<file path="src/rtl/wb_port_arbiter_pkg.sv">
// Shared widths, FSM encoding and the hard-wired zero register index for the
// register-file write-port arbiter.
package wb_port_arbiter_pkg;

  localparam int WB_REG_WIDTH  = 32;
  localparam int WB_ADDR_WIDTH = 5;
  localparam int X0_REG        = 0;
  localparam int STARVE_CNT_W  = 4;

  typedef enum logic [1:0] {
    IDLE  = 2'd0,
    HOLD  = 2'd1,
    FORCE = 2'd2
  } wb_state_e;

endpackage

</file>
<file path="src/rtl/wb_port_arbiter_hold_buf.sv">
// One-entry holding buffer for an MDU result waiting for the write port.
module wb_hold_buf
  import wb_port_arbiter_pkg::*;
#(
  parameter int REG_WIDTH  = WB_REG_WIDTH,
  parameter int ADDR_WIDTH = WB_ADDR_WIDTH
) (
  input  logic                  clk,
  input  logic                  reset_n,
  input  logic                  load,
  input  logic                  clear,
  input  logic [ADDR_WIDTH-1:0] load_rd,
  input  logic [REG_WIDTH-1:0]  load_data,
  output logic                  valid,
  output logic [ADDR_WIDTH-1:0] rd,
  output logic [REG_WIDTH-1:0]  data
);

  logic                  vld_p0;
  logic [ADDR_WIDTH-1:0] rd_p0;
  logic [REG_WIDTH-1:0]  data_p0;

  // Capture stage: rd is visible to the hazard unit, so it resets with valid.
  always_ff @(posedge clk or negedge reset_n) begin
    if (!reset_n) begin
      vld_p0 <= 1'b0;
      rd_p0  <= '0;
    end else if (load) begin
      vld_p0 <= 1'b1;
      rd_p0  <= load_rd;
    end else if (clear) begin
      vld_p0 <= 1'b0;
    end
  end

  always_ff @(posedge clk) begin
    if (load) data_p0 <= load_data;
  end

  assign valid = vld_p0;
  assign rd    = rd_p0;
  assign data  = data_p0;

endmodule

</file>
<file path="src/rtl/wb_port_arbiter.sv">
// Register-file write-port arbiter: pipeline writeback has priority, MDU
// results wait in a one-entry buffer and force a one-cycle stall if starved.
module wb_port_arbiter
  import wb_port_arbiter_pkg::*;
#(
  parameter int REG_WIDTH    = WB_REG_WIDTH,
  parameter int ADDR_WIDTH   = WB_ADDR_WIDTH,
  parameter int STARVE_LIMIT = 4
) (
  input  logic                  clk,
  input  logic                  reset_n,
  input  logic                  pipe_wb_valid,
  input  logic [ADDR_WIDTH-1:0] pipe_wb_rd,
  input  logic [REG_WIDTH-1:0]  pipe_wb_data,
  output logic                  pipe_wb_stall,
  input  logic                  mdu_valid,
  output logic                  mdu_ready,
  input  logic [ADDR_WIDTH-1:0] mdu_rd,
  input  logic [REG_WIDTH-1:0]  mdu_data,
  output logic                  mdu_pend_valid,
  output logic [ADDR_WIDTH-1:0] mdu_pend_rd,
  output logic                  rf_we,
  output logic [ADDR_WIDTH-1:0] rf_waddr,
  output logic [REG_WIDTH-1:0]  rf_wdata
);

  localparam logic [ADDR_WIDTH-1:0]   ZERO_RD   = ADDR_WIDTH'(X0_REG);
  localparam logic [STARVE_CNT_W-1:0] LIMIT_CNT = STARVE_CNT_W'(STARVE_LIMIT);
  localparam logic [STARVE_CNT_W-1:0] CNT_MAX   = '1;

  function automatic logic [STARVE_CNT_W-1:0] sat_inc(input logic [STARVE_CNT_W-1:0] v);
    return (v == CNT_MAX) ? v : v + 1'b1;
  endfunction

  wb_state_e                state_q, state_d;
  logic [STARVE_CNT_W-1:0]  starve_q, starve_d;
  logic                     pipe_req, mdu_req;
  logic                     grant_pipe, grant_mdu;
  logic                     buf_load, buf_clear;
  logic                     buf_valid;
  logic [ADDR_WIDTH-1:0]    buf_rd;
  logic [REG_WIDTH-1:0]     buf_data;

  logic                     vld_p1;
  logic [ADDR_WIDTH-1:0]    waddr_p1;
  logic [REG_WIDTH-1:0]     wdata_p1;

  assign pipe_req = pipe_wb_valid && (pipe_wb_rd != ZERO_RD);
  assign mdu_req  = mdu_valid && (mdu_rd != ZERO_RD);

  wb_hold_buf #(
    .REG_WIDTH (REG_WIDTH),
    .ADDR_WIDTH(ADDR_WIDTH)
  ) u_hold_buf (
    .clk      (clk),
    .reset_n  (reset_n),
    .load     (buf_load),
    .clear    (buf_clear),
    .load_rd  (mdu_rd),
    .load_data(mdu_data),
    .valid    (buf_valid),
    .rd       (buf_rd),
    .data     (buf_data)
  );

  always_ff @(posedge clk or negedge reset_n) begin
    if (!reset_n) begin
      state_q  <= IDLE;
      starve_q <= '0;
    end else begin
      state_q  <= state_d;
      starve_q <= starve_d;
    end
  end

  always_comb begin
    state_d       = state_q;
    starve_d      = starve_q;
    grant_pipe    = 1'b0;
    grant_mdu     = 1'b0;
    buf_load      = 1'b0;
    buf_clear     = 1'b0;
    pipe_wb_stall = 1'b0;
    mdu_ready     = 1'b0;
    unique case (state_q)
      IDLE: begin
        mdu_ready  = 1'b1;
        grant_pipe = pipe_req;
        // An MDU result aimed at x0 is accepted and dropped here.
        if (mdu_req) begin
          buf_load = 1'b1;
          starve_d = '0;
          state_d  = HOLD;
        end
      end
      HOLD: begin
        if (!pipe_req) begin
          grant_mdu = 1'b1;
          buf_clear = 1'b1;
          state_d   = IDLE;
        end else if (pipe_wb_rd == buf_rd) begin
          // The younger pipeline write makes the buffered MDU value dead.
          grant_pipe = 1'b1;
          buf_clear  = 1'b1;
          state_d    = IDLE;
        end else begin
          grant_pipe = 1'b1;
          starve_d   = sat_inc(starve_q);
          if (sat_inc(starve_q) == LIMIT_CNT) state_d = FORCE;
        end
      end
      FORCE: begin
        pipe_wb_stall = 1'b1;
        grant_mdu     = 1'b1;
        buf_clear     = 1'b1;
        starve_d      = '0;
        state_d       = IDLE;
      end
      default: state_d = IDLE;
    endcase
  end

  // Write stage: winner of this cycle reaches the register file next cycle.
  always_ff @(posedge clk or negedge reset_n) begin
    if (!reset_n) begin
      vld_p1   <= 1'b0;
      waddr_p1 <= '0;
      wdata_p1 <= '0;
    end else begin
      vld_p1 <= grant_pipe || grant_mdu;
      if (grant_pipe) begin
        waddr_p1 <= pipe_wb_rd;
        wdata_p1 <= pipe_wb_data;
      end else if (grant_mdu) begin
        waddr_p1 <= buf_rd;
        wdata_p1 <= buf_data;
      end
    end
  end

  assign rf_we          = vld_p1;
  assign rf_waddr       = waddr_p1;
  assign rf_wdata       = wdata_p1;
  assign mdu_pend_valid = buf_valid;
  assign mdu_pend_rd    = buf_rd;

endmodule

</file>
<file path="config.mk">
export PLATFORM = sky130hd
export DESIGN_NAME = wb_port_arbiter
export DESIGN_NICKNAME = d
export VERILOG_FILES = /design/src/rtl/wb_port_arbiter_pkg.sv /design/src/rtl/wb_port_arbiter_hold_buf.sv /design/src/rtl/wb_port_arbiter.sv
export SDC_FILE = /design/constraint.sdc
export NUM_CORES = 1
export LEC_CHECK = 0
export ABC_CLOCK_PERIOD_IN_PS = 4400
export BUFFER_PORTS_ARGS = -buffer_cell sky130_fd_sc_hd__buf_2
export CORE_ASPECT_RATIO = 0.9
export CORE_UTILIZATION = 40
export DETAILED_ROUTE_END_ITERATION = 8
export GPL_TIMING_DRIVEN = 0
export PLACE_DENSITY = 0.62
export RECOVER_POWER = 25
export SLEW_MARGIN = 20
export SYNTH_ARGS = -nofsm -noshare
export SYNTH_HDL_FRONTEND = slang
export SYNTH_SLANG_ARGS = --single-unit
</file>
<file path="constraint.sdc">
create_clock -name clk -period 4.4 [get_ports clk]
set_clock_uncertainty 0.15 [all_clocks]
set_input_delay 0.22 -clock clk [delete_from_list [all_inputs] [get_ports clk]]
set_output_delay 0.22 -clock clk [all_outputs]
set_load 0.01 [all_outputs]
</file>
Word level (Yosys, flattened, before mapping)
Index checks and enable logic that the tools add are counted.
W data, S select, Z words.
Storage, ports and cells
  flip-flop bits (word level): 82
  output and inout port bits: 46
  logic and storage cells: 56
Cells by class
  add/sub/neg operators: 1
  equality and inequality tests: 9
  muxes and demuxes: 27
  reduce and logical (&&, ||, !) cells: 11
Operator list (count)
  $mux W32: 2
  $mux W4: 4
  $pmux W4 S3: 1
  $mux W1: 10
  $mux W5: 2
  $reduce_bool A5 Y1: 2
  $mux W2: 4
  $ne A2 B2 Y1 const B: 3
  $pmux W1 S2: 3
  $eq A5 B5 Y1: 1
  $add A4 B1 Y4 const B: 1
  $eq A4 B3 Y1 const B: 1
  $eq A4 B4 Y1 const B: 1
  $ne A4 B4 Y1 const B: 1
  $pmux W2 S2: 1
  $reduce_and A4 Y1: 1
  $reduce_bool A2 Y1: 2
  $reduce_bool A3 Y1: 1
  $eq A2 B1 Y1 const B: 1
  $eq A2 B2 Y1 const B: 1
  $logic_and A1 B1 Y1: 2
  $logic_not A2 Y1: 1
  $reduce_and A2 Y1: 1
  $logic_or A1 B1 Y1: 1

Depth between registers and ports, before layout
Gate-level depths: netlist of run 1.
  word-level depth: 7
  depth in mapped cells: 7
  depth with buffers taken out: 6

By module
Synthesis of run 1 repeated with hierarchy kept, for this count alone.
Second synthesis, totals
  cells, all modules: 234
  area total of the unflattened synthesis: 3611.0 µm²
Modules (own cells, without submodules)
  wb_port_arbiter: instances 1, cells an instance 188, area an instance 2401.1 µm², sequential area each 1101.1 µm²
  wb_hold_buf: instances 1, cells an instance 46, area an instance 1209.9 µm², sequential area each 1111.1 µm²

Least setup slack after synthesis of run 1
OpenSTA, ideal clock, no wires.
  path type: reg-to-reg
  start: register state_q[0]
  end: register u_hold_buf.data_p0[0], in the netlist u_hold_buf.data[0] (enable)
  arrival: 1936 ps
  data required time: 3863 ps
  setup slack: 1928 ps
  stages on the path, launching flop included: 6
  clock period less this slack: 2472 ps
  cell sequence: dfrtp_1 -> inv_1 -> ha_1 -> clkbuf_1 -> o211ai_1 -> inv_1
Between the ends
  cells in the longest elaborated chain, start to end: 2
RTL lines
  from (decl): line wb_port_arbiter.sv:35  | wb_state_e state_q, state_d;
  from (signal assigned): line wb_port_arbiter.sv:71  | state_q <= state_d;
  $logic_not A2 Y1: line wb_port_arbiter.sv:85  | unique case (state_q)
  $mux W1: line wb_port_arbiter.sv:85
  named net buf_load: line wb_port_arbiter.sv:39  | logic buf_load, buf_clear;
  to (signal assigned): line wb_port_arbiter_hold_buf.sv:37  | if (load) data_p0 <= load_data;
  to (decl): line wb_port_arbiter_hold_buf.sv:21  | logic [REG_WIDTH-1:0] data_p0;
The timed path passes the listed nets, and every way through them passes these cells.
A chain may end at the register's enable or synchronous reset.

Worst setup path after layout of run 1
  start: input mdu_rd[0]
  end: register u_hold_buf.data_p0[19], in the netlist u_hold_buf.data[19] (enable)
Between the ends
  cells in the longest elaborated chain, start to end: 4
RTL lines
  from (decl): line wb_port_arbiter.sv:18  | input logic [ADDR_WIDTH-1:0] mdu_rd,
  $reduce_bool A5 Y1: line wb_port_arbiter.sv:49  | assign mdu_req = mdu_valid && (mdu_rd != ZERO_RD);
  $logic_and A1 B1 Y1: line wb_port_arbiter.sv:49
  $mux W1: line wb_port_arbiter.sv:90  | if (mdu_req) begin
  $mux W1: line wb_port_arbiter.sv:85
  named net buf_load: line wb_port_arbiter.sv:39
The timed path passes the listed nets, and every way through them passes these cells.

==> results of run 1 <==
worst paths after layout:
path / cells past startpoint / start / endpoint
min in group asynchronous: 2 / reset_n / rf_wdata[8]
min reg2reg: 1 / rf_wdata[23] / rf_wdata[23]
max reg2reg: 7 / state_q[1] / rf_wdata[21]
min: 3 / pipe_wb_data[16] / rf_wdata[16]
max: 6 / mdu_rd[0] / u_hold_buf.data[19]
max in group asynchronous: 2 / reset_n / rf_wdata[15]
logic make-up after synthesis:
family                     Yosys count  share of synthesized area
xor gates and xnor gates             6                     0.0145
and+or+nand+nor                     26                     0.0398
AOI/OAI and AO/OA                   23                     0.0491
muxes                               79                      0.246
adders and majority gates            4                     0.0138
buffers and inverters               18                     0.0253
DFF                                 82                      0.612
layout by cell type (no fill, tap or decap), types with 5 or more instances in the layout:
cell	count
nand3_1	6
edfxtp_1	32
clkbuf_8	9
nand2_1	5
buf_2	125
inv_1	7
mux2_2	60
clkbuf_1	6
mux2_1	19
dlygate4sd3_1	38
dfrtp_1	50
power by group:
part / switching (W) / internal (W) / total [W]
combinational: 0.000575 / 0.000633 / 0.00121
clock: 0.000272 / 0.000208 / 0.000481
sequential: 0.000142 / 0.00109 / 0.00123
total: 0.000989 / 0.00193 / 0.00292
per-stage QoR:
| stage | hold WS (ps) | setup WS (ps) | util | cells | power (W) |
|---|---|---|---|---|---|
| after global placement | 247 | 1330 | 0.504 | 480 | 0.00241 |
| final | 54.9 | 1590 | 0.571 | 535 | 0.00292 |
| after detailed placement | 159 | 1700 | 0.508 | 481 | 0.00245 |
| after floorplan | -226 | 1930 | - | 238 | 0.00201 |
| after CTS | 43.1 | 1570 | 0.571 | 535 | 0.00297 |
| after global routing | 46.6 | 1440 | 0.571 | 535 | 0.00313 |
flip-flops by register name, summed over array words and instances, names as in the netlist:
name              cells
u_hold_buf.rd         5
rf_wdata             32
state_q               2
u_hold_buf.data      32
rf_waddr              5
rf_we                 1
u_hold_buf.valid      1
starve_q              4
per-layer routing:
metal | GRT usage | part of all wire
met1 | 0.213 | 0.43
met2 | 0.287 | 0.48
met5 | 0 | 0
met3 | 0.0739 | 0.077
met4 | 0.0690 | 0.016
final cells by class:
class / instances / area [um^2] / share of cell area
plain buffers: 10 / 61.3 / 0.0124
clock buffers: 11 / 131 / 0.0265
clock inverters: 5 / 40.0 / 0.00807
inverters: 8 / 30.0 / 0.00605
multi-input cells: 138 / 1310 / 0.265
flip-flops and latches: 82 / 2210 / 0.446
well taps: 119 / 149 / 0.0300
repair buffers: 162 / 1020 / 0.207
repair_timing:
item                                   in CTS  in global routing
resized for setup                           0                  0
hold buffers                               38                  0
endpoints found under the hold margin      87                  0
critical path: cells and delay by family:
kind                   cells  cell delay (ps)
AOI/OAI and AO/OA          1              640
and+or+nand+nor            1              550
buffers and inverters      4             1350
==> flow_results.org, run 1 <==
** Status
- Result of the run :: finished clean

** Floorplan
- Core region area :: 8690 um^2
- The die is 92.2 um tall.
- Chip Width :: 102 um
- For this configuration, the core starts out at a cell density of 0.416.
- The floorplan has 32 rows.
- The die covers 9430 um^2.
- For this design the top-level I/O count stands at 124.

** Clocking
- Post CTS Setup Buffer Count :: 0
- TritonCTS built the clock tree.
- Number of buffers on the longest clock path :: 2
- The tree is rooted in a clkbuf_8.
- In this run, CTS created clock tree buffers numbering 9.
- Number of clock sinks :: 82
- The clock reaches the later pin of the worst-skew pair after 350 ps.
- Total number of H-tree levels :: 3
- Clk slew on worst S/H paths :: 90 ps

** STA
- The final hold violation count was 0.
- Measured against its own limit, the worst slew margin works out to 0.493.
- Crit path time final :: 2810 ps
- Dividing the final minimum period by the clock period gives 0.638.
- Setup violations remaining at the end of the flow were counted as 0.
- Timing would allow up to 356 MHz.
- Setup repair after global routing left no endpoint under its margin.
- Pin slew with the least headroom to its limit :: 757 ps
- Final-report max-slew violation count :: 0
- Setup Total Neg Slack :: 0 ps

** Layout
- In the final layout, the share of cells above drive strength 1 is 0.505.
- The number of antenna diodes in the final layout is 0.
- Fill cell instance count of the final layout :: 759
- After routing the design area is 4960 um^2.
- Layout Nets :: 493
- From synthesis to final layout, the design area changed by 37.2%.

** Synthesis
- Number of distinct standard cells referenced by the synthesized netlist :: 37
- Post-synthesis sequential area ratio :: 0.612
- Most frequent cells after synthesis :: mux2_2 (60), dfrtp_1 (50), edfxtp_1 (32)
- Yosys printed 0 warnings.
- Mapped Avg Cell Area :: 15.2 um^2
- The number of nets handed over by synthesis was 320.
- The share of synthesized area in the top cell type comes to 0.346.
- Ys async rst share :: 0.610
- Cell count after synthesis :: 238
- Ranked by total cell area, the synthesized netlist is headed by dfrtp_1 (35%), edfxtp_1 (27%), mux2_2 (19%).
- Library cell with the largest summed area after synthesis :: dfrtp_1
- EDFF count, synth :: 32
- Post-synthesis instance area :: 3620 um^2
- Most frequently used flop master after synthesis :: dfrtp_1
- After synthesis the netlist holds a flip-flop and latch count of 82.
- Most numerous cell in the Yosys netlist :: mux2_2

** Power
- Power spread over the standard cell area amounts to 588 nW/um^2.
- Peak supply drop :: 0.283 mV
- In this run the static leakage power is 2.15 nW.

** Worst setup path
- The worst setup path is captured at a register.
- In this design, the stage delay of the slowest critical-path cell is 640 ps.
- STA classifies the critical path startpoint as a primary input.
- CP max stage cell :: o211ai_1
- At the worst endpoint, the required time is 4350 ps.
- Maximum net fanout on the critical path :: 17
- The worst setup path is of the in -> reg kind.
- The signal on the critical path passes through dlygate4sd3_1 > buf_2 > or4_1 > o211ai_1 > inv_2 > buf_16.
- Arrival time at the worst endpoint :: 2760 ps
- Across all register-to-register paths, the minimum setup slack is 1780 ps.

** Route
- Dividing the detail-routed wire length by the instance count gives 14.5 um.
- Drt total wl :: 7.77 mm
- The first detailed-routing pass took 4 iterations.
- After detailed routing, the number of remaining DRC violations is 0.
- Summing over every cut layer, the via total after detailed routing is 2552.
- Detailed Route Iter0 Violations :: 67
- Via density :: 4.77
- In this run the remaining antenna-violating nets after routing total 0.

** Global route
- Global-route wire length before repair :: 12.6 mm
- Number of antenna violations at the first check in global routing :: 0
- Pin count of the biggest net entering global routing :: 51
- All-Layer GR Usage :: 0.179
- The total overflow left after global routing is 0.
- Vias in the first global route :: 2664

** Placed design
- The congestion estimate from routability-driven global placement came to 0.776.
- Number of buffer cells added on primary ports :: 123
- Placement-stage cell area :: 4410 um^2
- The HPWL after detailed placement is 5.38 mm.

** Run
- The tool flagged a number of max-cap violations equal to 0.

** Worst hold path
- Worst min path class :: in -> reg
(Power assumes the default switching activity.)
==> run 2: changes to the inputs <==
--- a/config.mk
+++ b/config.mk
@@ -5,13 +5,14 @@
 export SDC_FILE = /design/constraint.sdc
 export NUM_CORES = 1
 export LEC_CHECK = 0
-export ABC_CLOCK_PERIOD_IN_PS = 4400
+export ABC_AREA = 1
+export ABC_CLOCK_PERIOD_IN_PS = 2450
 export BUFFER_PORTS_ARGS = -buffer_cell sky130_fd_sc_hd__buf_2
 export CORE_ASPECT_RATIO = 0.9
 export CORE_UTILIZATION = 40
 export DETAILED_ROUTE_END_ITERATION = 8
 export GPL_TIMING_DRIVEN = 0
-export PLACE_DENSITY = 0.62
+export PLACE_DENSITY = 0.64
 export RECOVER_POWER = 25
 export SLEW_MARGIN = 20
 export SYNTH_ARGS = -nofsm -noshare
==> constraint.sdc (replaced) <==
create_clock -name clk -period 2.45 [get_ports clk]
set_clock_uncertainty 0.15 [all_clocks]
set_input_delay 0.1225 -clock clk [delete_from_list [all_inputs] [get_ports clk]]
set_output_delay 0.1225 -clock clk [all_outputs]
set_load 0.01 [all_outputs]
==> run 2 against run 1 <==
Net effect:
- non-clock buffer count is 44 higher
- combinational power increased by 130%
- cell count rose by 44%
- flip-flop and latch count stayed put
- hold slack got worse by 40 ps
- global-route usage is 3.9 points higher
- critical path depth increased by 3
- design area rose by 12%
- sequential power is 82% higher
==> flow_results.org, run 2 <==
** Status
- Result of the run :: finished clean

** Synthesis
- The commonest cells after synthesis are nand2_1 (192), nand3_1 (79), dfrtp_1 (50).
- Ys async rst share :: 0.610 (unchanged)
- The post-synthesis share of cell area spent on full adders, half adders and majority gates came to 0.0131 (-0.000717).
- EDFF count, synth :: 32 (unchanged)
- Summed over all instances, the cell type with the most area after synthesis is dfrtp_1.
- The most used flip-flop cell after synthesis is dfrtp_1.
- Combinational family with the most area after synthesis :: simple AND/OR/NAND/NOR gates
- The post-synth design cell area was 3810 um^2 (+5.5%).
- The number of different library cells in the post-synthesis netlist came to 20 (-46%).
- The average cell area after synthesis is 8.71 um^2 (-43%).
- Most numerous cell in the Yosys netlist :: nand2_1
- The area fraction in and, or, nand and nor cells after synthesis was 0.323 (+0.283).
- By area the synthesized netlist is led by dfrtp_1 (33%), edfxtp_1 (25%), nand2_1 (19%).
- Cell count after synthesis :: 438 (+84%)
- The share of the synthesized area in the top cell type was 0.328 (-0.0179).
- Xor/xnor share of the synthesized area :: 0.00689 (-0.00764)
- The share of synthesized area spent on multiplexers came to 0 (-0.246).
- The Yosys warning count came to 0 (unchanged).
- Net Count, Synth :: 520 (+63%)
- Total of flip-flops plus latches after synthesis :: 82 (unchanged)
- Post-synthesis sequential area ratio :: 0.580 (-0.0317)
- The area fraction in compound gates after synthesis came to 0.0184 (-0.0308).

** Layout
- The layout cell share with drive strength beyond 1 was 0.262 (-0.242).
- Layout Area Growth over Synthesis :: 45.2%
- The antenna diode instance count is 0 (unchanged).
- Layout Nets :: 725 (+47%)
- In the layout the commonest cells are nand2_1 (192), buf_2 (136), nand3_1 (79).
- Core occupancy in the finished layout :: 0.604 (+0.0333)
- Commonest non-fill, non-tap cell in the layout :: nand2_1

** STA
- Minimum setup slack in the final design :: 510 ps (-1080 ps)
- Peak Freq :: 515 MHz
- Pin slew with the least headroom to its limit :: 1260 ps (+506 ps)
- Final Cycle Share :: 0.792
- Final-report max-slew violation count :: 0 (unchanged)
- The final hold violation count is 0 (unchanged).
- Final setup violation count :: 0 (unchanged)
- Setup Total Neg Slack :: 0 ps (unchanged)
- Crit path time final :: 1940 ps
- Setup repair after global routing missed its margin :: no
- Tightest slew margin relative to the limit :: 0.158 (-0.335)

** Global route
- Pin count of the biggest net entering global routing :: 51 (unchanged)
- Global-route wire length before repair :: 16.6 mm (+32%)
- Vias in the first global route :: 3536 (+33%)
- The residual overflow from global routing came to 0 (unchanged).
- The total global routing track utilization came to 0.218 (+0.0387).
- Number of antenna violations at the first check in global routing :: 0 (unchanged)

** Placed design
- The HPWL after detailed placement came to 6.71 mm (+25%).
- Worst slack at placement :: 529 ps (-1170 ps)
- Global placer's final weighted congestion :: 0.813 (+4.7%)
- Number of buffer cells added on primary ports :: 123 (unchanged)

** Clocking
- Total number of H-tree levels :: 3 (unchanged)
- The number of post-CTS setup repair buffers is 0 (unchanged).
- The number of clock sinks came to 82 (unchanged).
- CTS tree :: built
- In this run the clock root is driven by a clkbuf_8.
- The maximum number of buffers from clock root to sink is 2 (unchanged).
- The latest clock arrival within the worst-skew pair was 360 ps (about the same).
- The number of CTS-inserted buffers came to 9 (unchanged).
- Clk slew on worst S/H paths :: 80 ps (about the same)

** Route
- The detailed-route via count came to 3543 (+39%).
- The detailed-route vias per instance came to 4.60 (-3.5%).
- The count of routing violations after the opening detailed-route iteration is 113 (+69%).
- # DRC :: 0 (unchanged)
- The number of nets with antenna violations after detailed routing is 0 (unchanged).
- DRT Pass-1 Iters :: 5 (+1)
- The wire length after detailed routing is 10.1 mm (+30%).
- The average routed wire per standard cell is 13.2 um (-9.4%).

** Worst hold path
- The min-delay analysis places its worst path in the category in -> reg.

** Power
- Peak supply drop :: 0.479 mV (+69%)
- The total net switching power came to 0.00245 W (+150%).
- Share of power burned in registers :: 0.367 (-0.055)
- Power density cells :: 1100 nW/um^2 (+87%)
- The clock network fraction of design power is 0.183 (+0.018).
- P_leak :: 2.89 nW (+34%)
- Net Sw Frac :: 0.401 (+0.0622)
- The internal power component is 0.00366 W (+90%).
- Part of the power in combinational logic :: 0.450 (+0.036)

** Worst setup path
- The worst setup path is launched from a register.
- Type of element capturing the critical path :: register
- Worst endpoint required time :: 2600 ps (-1750 ps)
- The largest fanout on the critical path was 10 (-7).
- The critical path data arrival time is 2090 ps (-670 ps).
- Class of the most critical setup path :: reg -> reg

** Floorplan
- The die height was 94.6 um (+2.6%).
- Core region area :: 9170 um^2 (+5.5%)
- The floorplan die area is 9930 um^2 (+5.3%).
- Chip Width :: 105 um (+2.6%)
- The starting density of the core is 0.416 (about the same).
- IO Pins :: 124 (unchanged)
- The placement row count is 33 (+3.1%).

** Run
- Max-cap violations :: 0 (unchanged)
-- run 2: logic make-up (layout without fill, tap and decap cells) --
group,Yosys count,in the layout
AO/OA/AOI/OAI,14,14
XOR/XNOR,3,3
adder cells (fa/ha/maj),4,4
buffers and inverters,44,254
flip-flops,82,82
AND/OR/NAND/NOR,291,291
-- run 2: per-layer routing --
layer / global-route usage / up-vias / part of all wire
li1: - / 1825 / -
met1: 0.261 / 1587 / 0.44
met2: 0.377 / 112 / 0.47
met3: 0.0580 / 19 / 0.062
met4: 0.0892 / 0 / 0.022
met5: 0 / - / 0
-- run 2: area by class of cell --
type	instances	area, um^2
fill	807	3630
sequential	82	2210
multi-input combinational	312	1380
timing repair buffer	194	1340
clock buffer	14	194
tap	122	153
buffer	22	143
inverter	22	82.6
clock inverter	2	38.8
-- run 2: power groups by stage --
stage | clock (W) | sequential [W] | combinational [W]
global placement | 0 | 0.00226 | 0.00261
detailed placement | 0 | 0.00227 | 0.00269
finish | 0.00112 | 0.00224 | 0.00275
CTS | 0.00113 | 0.00224 | 0.00278
global route | 0.00118 | 0.00230 | 0.00315
floorplan | 0 | 0.00239 | 0.00160
-- run 2: path summary, 6_finish.rpt --
kind                               startpoint      endpoint  slack (ps)  depth (start not counted)
worst min register to register     state_q[1]    state_q[1]         360                          2
max in group asynchronous             reset_n  rf_wdata[17]         940                          2
worst max-delay path               state_q[0]  rf_wdata[22]         510                          9
min in group asynchronous             reset_n   rf_wdata[8]         420                          2
worst max register to register     state_q[0]  rf_wdata[22]         510                          9
worst min-delay path            pipe_wb_valid    state_q[1]          20                          5
-- run 2: what timing repair did --
| action | 4_1_cts | 5_1_grt |
|---|---|---|
| gates resized for setup | 0 | 0 |
| hold endpoints to repair | 119 | 0 |
| endpoints found under the setup margin | 0 | 0 |
| hold buffers | 70 | 0 |
-- run 2: worst max-delay path, cell delays in order, from the launching register on --
cell and delay, ps:
dfrtp_1 380, inv_1 80, ha_1 230, inv_1 130
nand2_2 180, nand2_4 150, buf_4 200, buf_4 200
nand3_1 100, nand2_1 70
-- run 2: through the flow --
stage	instances	area, um^2	hold WS, ps	power, W
4_1_cts	770	5540	9.74	0.00615
2_1_floorplan	438	3810	-323	0.00399
3_3_place_gp	683	4580	149	0.00487
3_5_place_dp	684	4610	48.1	0.00496
5_1_grt	770	5540	33.6	0.00663
6_report	770	5540	15.3	0.00611
==> run 3: changes to the inputs <==
--- a/config.mk
+++ b/config.mk
@@ -6,7 +6,7 @@
 export NUM_CORES = 1
 export LEC_CHECK = 0
 export ABC_AREA = 1
-export ABC_CLOCK_PERIOD_IN_PS = 2450
+export ABC_CLOCK_PERIOD_IN_PS = 1600
 export BUFFER_PORTS_ARGS = -buffer_cell sky130_fd_sc_hd__buf_2
 export CORE_ASPECT_RATIO = 0.9
 export CORE_UTILIZATION = 40
==> constraint.sdc (replaced) <==
create_clock -name clk -period 1.6 [get_ports clk]
set_clock_uncertainty 0.15 [all_clocks]
set_input_delay 0.08 -clock clk [delete_from_list [all_inputs] [get_ports clk]]
set_output_delay 0.08 -clock clk [all_outputs]
set_load 0.01 [all_outputs]
==> run 3 against run 2 <==
Net effect:
- the flow now finishes with violations (negative setup slack)
- die area is the same
- non-clock buffer count grew 35
- routed wire length grew 20%
- total power grew 98%
- clock power grew 76%
- hold slack gained 190 ps
- first-iteration DRC count grew 38%
- clock-buffer cell count shrank 5
==> flow_results.org, run 3 (same netlist as run 2, synthesis figures left out) <==
** Floorplan
- The die height was 94.6 um (unchanged).
- Overall die area :: 9930 um^2 (unchanged)
- The placement row count came to 33 (unchanged).
- Effective utilization at floorplan :: 0.416 (unchanged)
- The number of top-level pins came to 124 (unchanged).
- The standard cell core area came to 9170 um^2 (unchanged).
- The width of the chip came to 105 um (unchanged).

** STA
- The worst path setup slack after routing was -151 ps (-661 ps).
- Tightest slew margin relative to the limit :: 0.268 (+0.110)
- The maximum clock frequency is 571 MHz (+11%).
- Crit path time final :: 1750 ps (-189 ps)
- Pin slew with the least headroom to its limit :: 1100 ps (-165 ps)
- Final-report max-slew violation count :: 0 (unchanged)
- The final hold violation count is 0 (unchanged).
- The sum of negative setup slack was -4830 ps (-4830 ps).
- Final setup violation count :: 46 (+46)
- Final Cycle Share :: 1.09 (+0.302)
- Setup repair after global routing missed its margin :: yes

** Layout
- # diodes :: 0 (unchanged)
- The area growth from synthesis to layout is 70.3%.
- The number of filler instances in the final layout is 698 (-14%).
- The layout cell share with drive strength beyond 1 was 0.404 (+0.141).
- Leaving out fill and tap cells, the most frequent cell in the layout is nand2_1.
- Most frequent cells in the layout :: nand2_1 (152), buf_2 (127), dlygate4sd3_1 (76)
- Layout Nets :: 763 (+5.2%)

** Global route
- The residual overflow from global routing is 0 (unchanged).
- Number of antenna violations at the first check in global routing :: 0 (unchanged)
- Global-route wire length before repair :: 18.6 mm (+12%)
- All-Layer GR Usage :: 0.245 (+0.0274)
- The maximum number of pins on one net before global-route repair came to 51 (unchanged).
- The number of global-route vias before repair is 3947 (+12%).

** Route
- The detailed-route vias per instance came to 4.89 (+6.2%).
- The count of routing violations after the opening detailed-route iteration is 156 (+38%).
- The average routed wire per standard cell is 15.1 um (+14%).
- The DRC violation count after routing is 0 (unchanged).
- The number of nets with antenna violations after detailed routing is 0 (unchanged).
- Drt total wl :: 12.2 mm (+20%)
- DRT Pass-1 Iters :: 6 (+1)
- Via count :: 3949 (+11%)

** Worst setup path
- Largest incremental delay on the critical path :: 420 ps (+40 ps)
- Maximum net fanout on the critical path :: 10 (unchanged)
- STA classifies the critical path endpoint as a register.
- Worst setup SP type :: register
- Class of the most critical setup path :: reg -> reg
- Among all stages on the critical path, the largest delay is contributed by dfrtp_1.
- Buffers & Inverters on Critical Path :: 5 (+1)
- The required time of the critical path came to 1700 ps (-900 ps).
- Arrival time at the worst endpoint :: 1850 ps (-240 ps)
- Traced cell by cell, the critical path runs through inv_2 > ha_4 > inv_8 > nand2_8 > nand2_8 > buf_12 > buf_12 > buf_6 > nand3_1 > nand2_1.
- The cell family contributing the most delay on the critical path is buffers and inverters.

** Clocking
- CTS tree :: built
- The number of clock sinks is 82 (unchanged).
- Clk slew on worst S/H paths :: 80 ps (about the same)
- Clk root buf :: clkbuf_8
- TritonCTS buffer count :: 9 (unchanged)
- Insertion delay of the later-clocked pin in the worst-skew pair :: 360 ps (about the same)
- The maximum number of buffers from clock root to sink came to 2 (unchanged).
- Total number of H-tree levels :: 3 (unchanged)

** Placed design
- Worst slack at placement :: -570 ps (-1100 ps)
- Global placer's final weighted congestion :: 0.818 (+0.58%)
- Number of buffer cells added on primary ports :: 123 (unchanged)
- The HPWL after detailed placement came to 6.52 mm (-2.8%).

** Power
- Power density cells :: 1860 nW/um^2 (+69%)
- Peak supply drop :: 0.801 mV (+67%)
- The leakage power summed over all cells was 3.24 nW (+12%).

** Status
- Result of the run :: finished with violations
- The final reports fail on negative setup slack.

** Worst hold path
- Worst min path class :: in -> reg

** Run
- Max-cap violations :: 0 (unchanged)
[run 3: worst register-to-register path: cells and delay by family (launching register included)]
kind	cells	cell delay (ps)
buffers and inverters	5	570
DFF	1	420
and+or+nand+nor	4	330
adders and majority gates	1	170
[run 3: metrics by stage]
step / total power (W) / instance area (um^2) / hold WS, ps / utilization / std cells
floorplan: 0.00619 / 3830 / -366 / - / 438
global placement: 0.00753 / 4600 / 106 / 0.502 / 683
detailed placement: 0.00763 / 4610 / -3.58 / 0.502 / 683
CTS: 0.0115 / 6260 / 149 / 0.683 / 800
global route: 0.0129 / 6500 / 258 / 0.709 / 808
finish: 0.0121 / 6500 / 207 / 0.709 / 808
[run 3: worst paths after layout]
kind,start,end,slack (ps),cells past startpoint
min in group asynchronous,reset_n,rf_wdata[7],340,2
hold reg to reg,rf_wdata[3],rf_wdata[3],350,2
max in group asynchronous,reset_n,starve_q[2],210,2
setup reg to reg,state_q[0],rf_wdata[9],-150,10
hold / removal,pipe_wb_rd[2],state_q[1],210,7
setup / recovery,state_q[0],rf_wdata[9],-150,10
[run 3: repair_timing]
action | 4_1_cts | 5_1_grt
gates cloned | 6 | 2
setup buffers | 22 | 8
pin swaps | 31 | 17
endpoints found under the hold margin | 125 | 0
setup endpoints to repair | 82 | 72
hold buffers | 76 | 0
gates resized for setup | 99 | 32
[run 3: routing by layer]
metal,share of wire,vias up,GRT usage
li1,-,1914,-
met1,0.40,1859,0.281
met2,0.52,149,0.456
met3,0.069,27,0.0656
met4,0.017,0,0.0657
met5,0,-,0
[run 3: power breakdown]
group / internal [W] / switching, W
Combinational: 0.00313 / 0.00353
Sequential: 0.00302 / 0.000431
Clock: 0.00119 / 0.000780
Total: 0.00735 / 0.00474
[run 3: cell type report]
class                           instances  area, um^2  share of cell area
Sequential cell                        82        2210               0.341
Timing Repair Buffer                  232        1820               0.280
Multi-Input combinational cell        315        1750               0.269
Buffer                                 19         208              0.0320
Tap cell                              122         153              0.0235
Clock inverter                          7         141              0.0218
Clock buffer                            9         124              0.0191
Inverter                               22        92.6              0.0142
